<file path="src/rtl/i2s_tx_master_sequencer_pkg.sv">
// Shared I2S transmit types: state encoding, legal word/frame sizes and slot helpers.
package i2s_tx_master_sequencer_pkg;

   localparam int unsigned DATA_WIDTH   = 32;
   localparam int unsigned MAXIMUM_SIZE = 64;
   localparam int unsigned SLOT_WIDTH   = 6;

   typedef enum logic [2:0] {
      RESET_ACTIVATED   = 3'd0,
      RESET_DEACTIVATED = 3'd1,
      IDLE              = 3'd2,
      LEFT_CHANNEL      = 3'd3,
      RIGHT_CHANNEL     = 3'd4
   } i2sStateEnum;

   typedef enum logic [5:0] {
      BITS_8  = 6'd8,
      BITS_16 = 6'd16,
      BITS_24 = 6'd24,
      BITS_32 = 6'd32
   } numOfBitsTransferEnum;

   typedef enum logic [6:0] {
      WS_16 = 7'd16,
      WS_32 = 7'd32,
      WS_48 = 7'd48,
      WS_64 = 7'd64
   } wordSelectPeriodEnum;

   typedef enum logic {
      MONO   = 1'b0,
      STEREO = 1'b1
   } numOfChannelsEnum;

   // Index of the last slot of a channel half (period/2 - 1, never below 0).
   function automatic logic [SLOT_WIDTH-1:0] last_slot(input logic [6:0] ws_period);
      logic [SLOT_WIDTH-1:0] half;
      half = ws_period[6:1];
      return (half == '0) ? '0 : half - SLOT_WIDTH'(1);
   endfunction

endpackage

</file>
<file path="src/rtl/i2s_sclk_divider.sv">
// sclk generator: toggles every clk_div clks while run is high (0 acts as 1); fall_c flags the clk whose edge drops sclk.
module i2s_sclk_divider #(
   parameter int unsigned DIV_WIDTH = 8
) (
   input  logic                 clk,
   input  logic                 rst,
   input  logic                 run,
   input  logic [DIV_WIDTH-1:0] clk_div,
   output logic                 sclk,
   output logic                 fall_c
);

   logic [DIV_WIDTH-1:0] cnt;
   logic [DIV_WIDTH-1:0] div_m1;
   logic                 tick_c;

   assign div_m1 = (clk_div == '0) ? '0 : clk_div - DIV_WIDTH'(1);
   assign tick_c = run && (cnt == div_m1);
   assign fall_c = tick_c && sclk;

   always_ff @(posedge clk or negedge rst) begin
      if (!rst) begin
         cnt  <= '0;
         sclk <= 1'b0;
      end else if (!run) begin
         cnt  <= '0;
         sclk <= 1'b0;
      end else if (tick_c) begin
         cnt  <= '0;
         sclk <= ~sclk;
      end else begin
         cnt  <= cnt + DIV_WIDTH'(1);
      end
   end

endmodule

</file>
<file path="src/rtl/i2s_tx_master_sequencer.sv">
// I2S master transmitter: fetches stereo frames and serialises them MSB-first on sd with ws/sclk.
// Define I2S_TX_STATUS_CNT_EN to add the saturating frame_cnt/underrun_cnt status ports.
module i2s_tx_master_sequencer
   import i2s_tx_master_sequencer_pkg::*;
#(
   parameter int unsigned DATA_WIDTH = 32,
   parameter int unsigned DIV_WIDTH  = 8
) (
   input  logic                  clk,
   input  logic                  rst,
   input  logic                  enable,
   input  logic [DIV_WIDTH-1:0]  cfg_clk_div,
   input  logic [5:0]            cfg_bits,
   input  logic [6:0]            cfg_ws_period,
   input  logic                  cfg_stereo,
   input  logic                  frame_valid,
   output logic                  frame_ready,
   input  logic [DATA_WIDTH-1:0] frame_left,
   input  logic [DATA_WIDTH-1:0] frame_right,
   output logic                  sclk,
   output logic                  ws,
   output logic                  sd,
   output logic [2:0]            state,
   output logic                  busy,
   output logic                  underrun
`ifdef I2S_TX_STATUS_CNT_EN
   ,
   output logic [15:0]           frame_cnt,
   output logic [15:0]           underrun_cnt
`endif
);

   i2sStateEnum           cur_state, nxt_state;
   numOfChannelsEnum      stereo_q;
   logic [SLOT_WIDTH-1:0] slot, last_q, next_slot;
   logic [5:0]            bits_q;
   logic [DIV_WIDTH-1:0]  div_q;
   logic [DATA_WIDTH-1:0] shreg, right_q;
   logic                  run, fall_c, last_c, next_right;
   logic                  start_c, fetch_c, stop_c, frame_end_c;

   // Left-justify a right-aligned word so the MSB of a bits-wide sample sits at the top.
   function automatic logic [DATA_WIDTH-1:0] align_word(input logic [DATA_WIDTH-1:0] word,
                                                        input logic [5:0]            bits);
      if (32'(bits) >= DATA_WIDTH) return word;
      return word << (DATA_WIDTH - 32'(bits));
   endfunction

   assign run    = (cur_state == LEFT_CHANNEL) || (cur_state == RIGHT_CHANNEL);
   assign last_c = (slot == last_q);
   assign sd     = shreg[DATA_WIDTH-1];
   assign state  = cur_state;

   i2s_sclk_divider #(.DIV_WIDTH(DIV_WIDTH)) u_div (
      .clk     (clk),
      .rst     (rst),
      .run     (run),
      .clk_div (div_q),
      .sclk    (sclk),
      .fall_c  (fall_c)
   );

   always_ff @(posedge clk or negedge rst) begin
      if (!rst) begin
         cur_state <= RESET_ACTIVATED;
         busy      <= 1'b0;
      end else begin
         cur_state <= nxt_state;
         busy      <= (nxt_state == LEFT_CHANNEL) || (nxt_state == RIGHT_CHANNEL);
      end
   end

   always_comb begin
      nxt_state = cur_state;
      case (cur_state)
         RESET_ACTIVATED:   nxt_state = RESET_DEACTIVATED;
         RESET_DEACTIVATED: nxt_state = IDLE;
         IDLE:              if (start_c) nxt_state = LEFT_CHANNEL;
         LEFT_CHANNEL:      if (fall_c && last_c) nxt_state = RIGHT_CHANNEL;
         RIGHT_CHANNEL: begin
            if (fetch_c)     nxt_state = LEFT_CHANNEL;
            else if (stop_c) nxt_state = IDLE;
         end
         default:           nxt_state = IDLE;
      endcase
   end

   // Handshake and frame-boundary decode; the fetch window is the fall event closing RIGHT.
   always_comb begin
      frame_ready = 1'b0;
      start_c     = 1'b0;
      fetch_c     = 1'b0;
      stop_c      = 1'b0;
      frame_end_c = 1'b0;
      case (cur_state)
         IDLE: begin
            start_c     = enable && frame_valid;
            frame_ready = start_c;
         end
         RIGHT_CHANNEL: begin
            frame_end_c = fall_c && last_c;
            fetch_c     = frame_end_c && enable;
            stop_c      = frame_end_c && !enable;
            frame_ready = fetch_c;
         end
         default: ;
      endcase
   end

   always_comb begin
      next_slot  = last_c ? '0 : slot + SLOT_WIDTH'(1);
      next_right = last_c ? (cur_state == LEFT_CHANNEL) : (cur_state == RIGHT_CHANNEL);
   end

   // ws flips one slot early so it leads the data by one sclk.
   always_ff @(posedge clk or negedge rst) begin
      if (!rst) begin
         div_q    <= '0;
         bits_q   <= '0;
         last_q   <= '0;
         stereo_q <= MONO;
         slot     <= '0;
         shreg    <= '0;
         right_q  <= '0;
         ws       <= 1'b0;
         underrun <= 1'b0;
      end else begin
         underrun <= 1'b0;
         if (start_c) begin
            div_q    <= cfg_clk_div;
            bits_q   <= cfg_bits;
            last_q   <= last_slot(cfg_ws_period);
            stereo_q <= numOfChannelsEnum'(cfg_stereo);
            shreg    <= align_word(frame_left, cfg_bits);
            right_q  <= align_word(cfg_stereo ? frame_right : frame_left, cfg_bits);
            slot     <= '0;
            ws       <= (last_slot(cfg_ws_period) == '0);
         end else if (fall_c) begin
            slot <= next_slot;
            ws   <= (next_slot == last_q) ? !next_right : next_right;
            if (!last_c) begin
               shreg <= shreg << 1;
            end else if (cur_state == LEFT_CHANNEL) begin
               shreg <= right_q;
            end else if (fetch_c) begin
               if (frame_valid) begin
                  shreg   <= align_word(frame_left, bits_q);
                  right_q <= align_word((stereo_q == STEREO) ? frame_right : frame_left, bits_q);
               end else begin
                  shreg    <= '0;
                  right_q  <= '0;
                  underrun <= 1'b1;
               end
            end else begin
               shreg <= '0;
               ws    <= 1'b0;
            end
         end
      end
   end

`ifdef I2S_TX_STATUS_CNT_EN
   always_ff @(posedge clk or negedge rst) begin
      if (!rst) begin
         frame_cnt    <= '0;
         underrun_cnt <= '0;
      end else begin
         if (frame_end_c && (frame_cnt != 16'hFFFF))
            frame_cnt <= frame_cnt + 16'd1;
         if (fetch_c && !frame_valid && (underrun_cnt != 16'hFFFF))
            underrun_cnt <= underrun_cnt + 16'd1;
      end
   end
`endif

endmodule
</file>
<file path="config.mk">
export PLATFORM = sky130hd
export DESIGN_NAME = i2s_tx_master_sequencer
export DESIGN_NICKNAME = d
export VERILOG_FILES = /design/src/rtl/i2s_tx_master_sequencer_pkg.sv /design/src/rtl/i2s_sclk_divider.sv /design/src/rtl/i2s_tx_master_sequencer.sv
export SDC_FILE = /design/constraint.sdc
export NUM_CORES = 1
export LEC_CHECK = 0
export BUFFER_PORTS_ARGS = -buffer_cell sky130_fd_sc_hd__buf_2
export CORE_UTILIZATION = 50
export DETAILED_ROUTE_END_ITERATION = 10
export PLACE_DENSITY = 0.68
export SYNTH_ARGS = -nofsm -noshare
export SYNTH_HDL_FRONTEND = slang
export SYNTH_SLANG_ARGS = --single-unit
</file>
<file path="constraint.sdc">
create_clock -name clk -period 11.5 [get_ports clk]
set_clock_uncertainty 0.05 [all_clocks]
set_input_delay 1.15 -clock clk [delete_from_list [all_inputs] [get_ports clk]]
set_output_delay 1.15 -clock clk [all_outputs]
set_load 0.1 [all_outputs]
</file>
==> reports/metrics.sh <==
CTS_BUFFERS=9
CORE_REGION_AREA_UM2=29010
SYNTHDOMINANTCELLAREASHARE_PCT=17.77
SYNTH_ASYNC_SR_FLOP_SHARE_PCT=100.0
CLK_PIN_SLEW_WORST_PATHS_PS=90
LAYOUT_WORST_PATH_CYCLE_SHARE_PCT=47.04
VIAS_PER_CELL=7.563
SYNTHESIS.INSTANCES=1929
P_PER_AREA_nW_PER_UM2=282.9
CAP_VIOLATIONS=0
STATUS='finished clean'
SWITCHING_POWER_mW=2.545
MET3_USAGE_PCT=13.29
POWER_FRAC_SEQ_PCT=17.0
WORST_SETUP_PATH_START_KIND='flop'
GLOBALROUTETOTALUTIL_PCT=47.70
ANTENNA_FOUND_INITIAL=5
AREA_CONTRIBUTORS_POST_SYNTH='sky130_fd_sc_hd__dfrtp_1 18%, sky130_fd_sc_hd__mux4_2 12%, sky130_fd_sc_hd__nand2_1 7.9%'
POST-DP-HPWL_UM=51330
NUM_CLOCK_SINKS=106
POWER.CLOCK.FRACTION_PCT=7.6
CP.REQUIRED_PS=11680
YS_DOMINANT_REG_CELL='sky130_fd_sc_hd__dfrtp_1'
GRT_MAX_DEGREE=66
REPORT.FINAL.HOLD_VIOL_COUNT=0
POSTCTSHOLDBUFS=0
CLOCK_NETWORK_LATENCY_TO_THE_LATER_PIN_OF_THE_WORST_SKEW_PAIR_PS=380
CTS_TREE='built'
SYNTH_EDF_COUNT=0
CRITICAL_PATH_PEAK_FANOUT=29
SWSHARE_PCT=57.20
FIN_NETS=1969
NUMPORTBUFFERS=97
CRIT_PATH_CELL_TRACE='inv_1 -> ha_2 -> inv_1 -> mux2i_1 -> o21ai_0 -> o21ai_0 -> mux2i_1 -> a22o_1 -> a222oi_1 -> a21oi_1'
P_LEAK_nW=6.175
CRITICAL-PATH-MAX-STAGE-DELAY_PS=1030
SUM_OF_OVERFLOW_ACROSS_ALL_LAYERS_AFTER_GLOBAL_ROUTING=0
PEAKVDDDROP_uV=231.7
FP.DIEH_UM=174.8
NUM_IO_PINS=99
CTS.PATH.MAX_BUFFERS=2
POSTROUTEWIRELENGTH_UM=73320
AVGROUTEDWIREPERCELL_UM=32.40
POSTCTSSETUPREPAIRBUFS=0
P_INT_mW=1.904
REMAINING_DRC_ERRORS=0
CP_DATA_ARRIVAL_TIME_PS=5580
GRT_MOST_USED_LAYER='met2'
FINAL_LAYOUT_SIZE_SUFFIX_GT1_SHARE_PCT=19.13
MET2_USAGE_PCT=66.53
YS_SEQ_AREA_SHARE_PCT=17.77
GRT_PASS1_VIAS=15730
POSTLAYOUTCOREUTIL_PCT=54.20
SYNTHESIS.AREA_PER_INSTANCE_UM2=7.736
AREA_ADDED_BETWEEN_SYNTHESIS_AND_FINISH_PCT=5.366
CTS_RESIZED=0
TIMING.CRITICAL_PATH.TO_TYPE='flop'
FLOORPLAN.INITIALDENSITY_PCT=51.44
DRTITER0DRC=3144
TIMING.CRITICAL_PATH.SLOWEST_STAGE_CELL='sky130_fd_sc_hd__ha_2'
SETUP_TOTAL_NEGATIVE_SLACK_PS=0
GRTUSAGEMET1_PCT=63.60
DIE-WIDTH_UM=174.8
YOSYSWARNINGCOUNT=0
FMAXACHIEVABLE_MHz=184.9
YS_FF_LATCH=106
SYNTH.CELL_AREA_UM2=14920
YS_TYPES=92
WORSTHOLDPATHTYPE='flop to flop'
TOTAL_VIAS_IN_THE_FINAL_ROUTE=17110
POST-ROUTE-MIN-PERIOD_PS=5409
PLACEMENT_ROWS=62
GP_CONGESTION=1.006
SYN_NETS=2026
RSZ_0062_RAISED_AFTER_GLOBAL_ROUTING='false'
FIRSTDRTPASSITERS=6
NETLIST.TOP_CELL.BY_AREA='sky130_fd_sc_hd__dfrtp_1'
POWER.SHARE.COMBINATIONAL_PCT=75.4
MAX-SLEW-MARGIN-REL_PCT=20.91
GRT_FIRST_PASS_WIRELENGTH_UM=106900
CLOCK_TREE.HTREE_LEVEL_COUNT=3
DESIGN.DIE.AREA_UM2=30540
CRITICAL_SETUP_PATH_KIND='flop to flop'
WORST_PIN_SLEW_PS=1186
SETUP-VIOLATIONS-FINAL=0
CTS_ROOT_BUF='sky130_fd_sc_hd__clkbuf_16'
POSTROUTEANTENNANETS=0
NUM-FILL-CELLS=2783
REPORT.FINAL.SLEW_VIOL_COUNT=0
==> power groups by stage <==
stage / Clock [mW] / Combinational, mW / Sequential (mW)
after floorplan: 0 / 2.37 / 0.672
after CTS: 0.338 / 3.23 / 0.746
after detailed placement: 0 / 3.22 / 0.750
after global routing: 0.353 / 3.53 / 0.778
after global placement: 0 / 3.20 / 0.742
final: 0.337 / 3.35 / 0.757
==> metrics by stage <==
| step | cells | setup WS (ps) | hold slack, ps | power [mW] | instance area (um2) |
|---|---|---|---|---|---|
| 2_1_floorplan | 1929 | 6816 | 391.8 | 3.043 | 14920 |
| 3_3_place_gp | 2245 | 6264 | 409.2 | 3.940 | 15410 |
| 3_5_place_dp | 2245 | 6250 | 424.8 | 3.968 | 15410 |
| 4_1_cts | 2261 | 6164 | 444.4 | 4.312 | 15720 |
| 5_1_grt | 2262 | 5898 | 467.0 | 4.662 | 15720 |
| 6_report | 2263 | 6091 | 440.4 | 4.448 | 15720 |
==> final cells by class <==
| cell class | instances | area, um2 | share of cell area (%) |
|---|---|---|---|
| inverter | 22 | 82.58 | 0.5252 |
| multi-input combinational | 1604 | 11460 | 72.91 |
| sequential | 106 | 2655 | 16.89 |
| antenna | 2 | 5.005 | 0.03183 |
| clock inverter | 5 | 62.56 | 0.3979 |
| timing repair buffer | 129 | 730.7 | 4.647 |
| tap | 384 | 480.5 | 3.056 |
| clock buffer | 11 | 242.7 | 1.544 |
==> placed cells by master, fill, tap and decap left out, types with 76 or more instances in the layout <==
cell type | Yosys | final
sky130_fd_sc_hd__nand2_1 | 315 | 314
sky130_fd_sc_hd__nor2_1 | 158 | 156
sky130_fd_sc_hd__o21ai_0 | 133 | 133
sky130_fd_sc_hd__a21oi_1 | 121 | 121
sky130_fd_sc_hd__mux2i_1 | 118 | 118
sky130_fd_sc_hd__dfrtp_1 | 106 | 104
sky130_fd_sc_hd__buf_2 | 24 | 95
sky130_fd_sc_hd__mux2_2 | 79 | 79
sky130_fd_sc_hd__mux4_2 | 78 | 78
sky130_fd_sc_hd__nand3_1 | 76 | 76
==> sequential cells by signal, indices dropped and copies added, names as in the netlist <==
name        count
last_q          6
bits_q          6
u_div.cnt       8
state           3
underrun        1
busy            1
stereo_q        1
slot            6
ws              1
shreg          32
right_q        32
div_q           8
u_div.sclk      1
==> kinds of logic (layout without fill, tap and decap cells) <==
group           Yosys count  after routing  synth area share, %
other cells               0              2                    0
mux                     275            275                25.65
buf+inv                 219            167                5.978
compound gates          600            600                27.22
xor+xnor                 34             34                1.996
flops                   106            106                17.77
fa+ha+maj                 7              7               0.5869
simple gates            688            688                20.79
==> layer usage <==
metal  share of wire, %  wire, um
met1                 37     27370
met2                 40     29540
met3                 14     10440
met4                8.1      5971
met5                  0         0
==> Yosys cell counts, types with 24 or more instances <==
library cell	number
sky130_fd_sc_hd__buf_2	24
sky130_fd_sc_hd__a31oi_1	35
sky130_fd_sc_hd__nand2_1	315
sky130_fd_sc_hd__o21ai_0	133
sky130_fd_sc_hd__a211oi_1	26
sky130_fd_sc_hd__nor3_1	24
sky130_fd_sc_hd__a221oi_1	25
sky130_fd_sc_hd__o211ai_1	25
sky130_fd_sc_hd__mux4_2	78
sky130_fd_sc_hd__a21oi_1	121
sky130_fd_sc_hd__nand3_1	76
sky130_fd_sc_hd__mux2i_1	118
sky130_fd_sc_hd__a22oi_1	40
sky130_fd_sc_hd__nor2_1	158
sky130_fd_sc_hd__clkbuf_1	142
sky130_fd_sc_hd__o22ai_1	29
sky130_fd_sc_hd__dfrtp_1	106
sky130_fd_sc_hd__mux2_2	79
==> worst paths after layout <==
kind / from / endpoint / slack, ps / cells past startpoint
worst max-delay path: bits_q[0] / right_q[14] / 6090 / 10
worst max register to register: bits_q[0] / right_q[14] / 6090 / 10
worst min register to register: right_q[21] / right_q[21] / 440 / 2
max in group asynchronous: rst / stereo_q / 9410 / 2
worst min-delay path: right_q[21] / right_q[21] / 440 / 2
min in group asynchronous: rst / u_div.cnt[7] / 800 / 1
==> critical path, delay by kind of cell, from the launching register on <==
kind            cells  cell delay [ps]
fa+ha+maj           1             1030
mux                 2              660
buf+inv             2             1280
compound gates      5             1470
flops               1              740
Note: power is estimated with default switching activity, not from simulation.
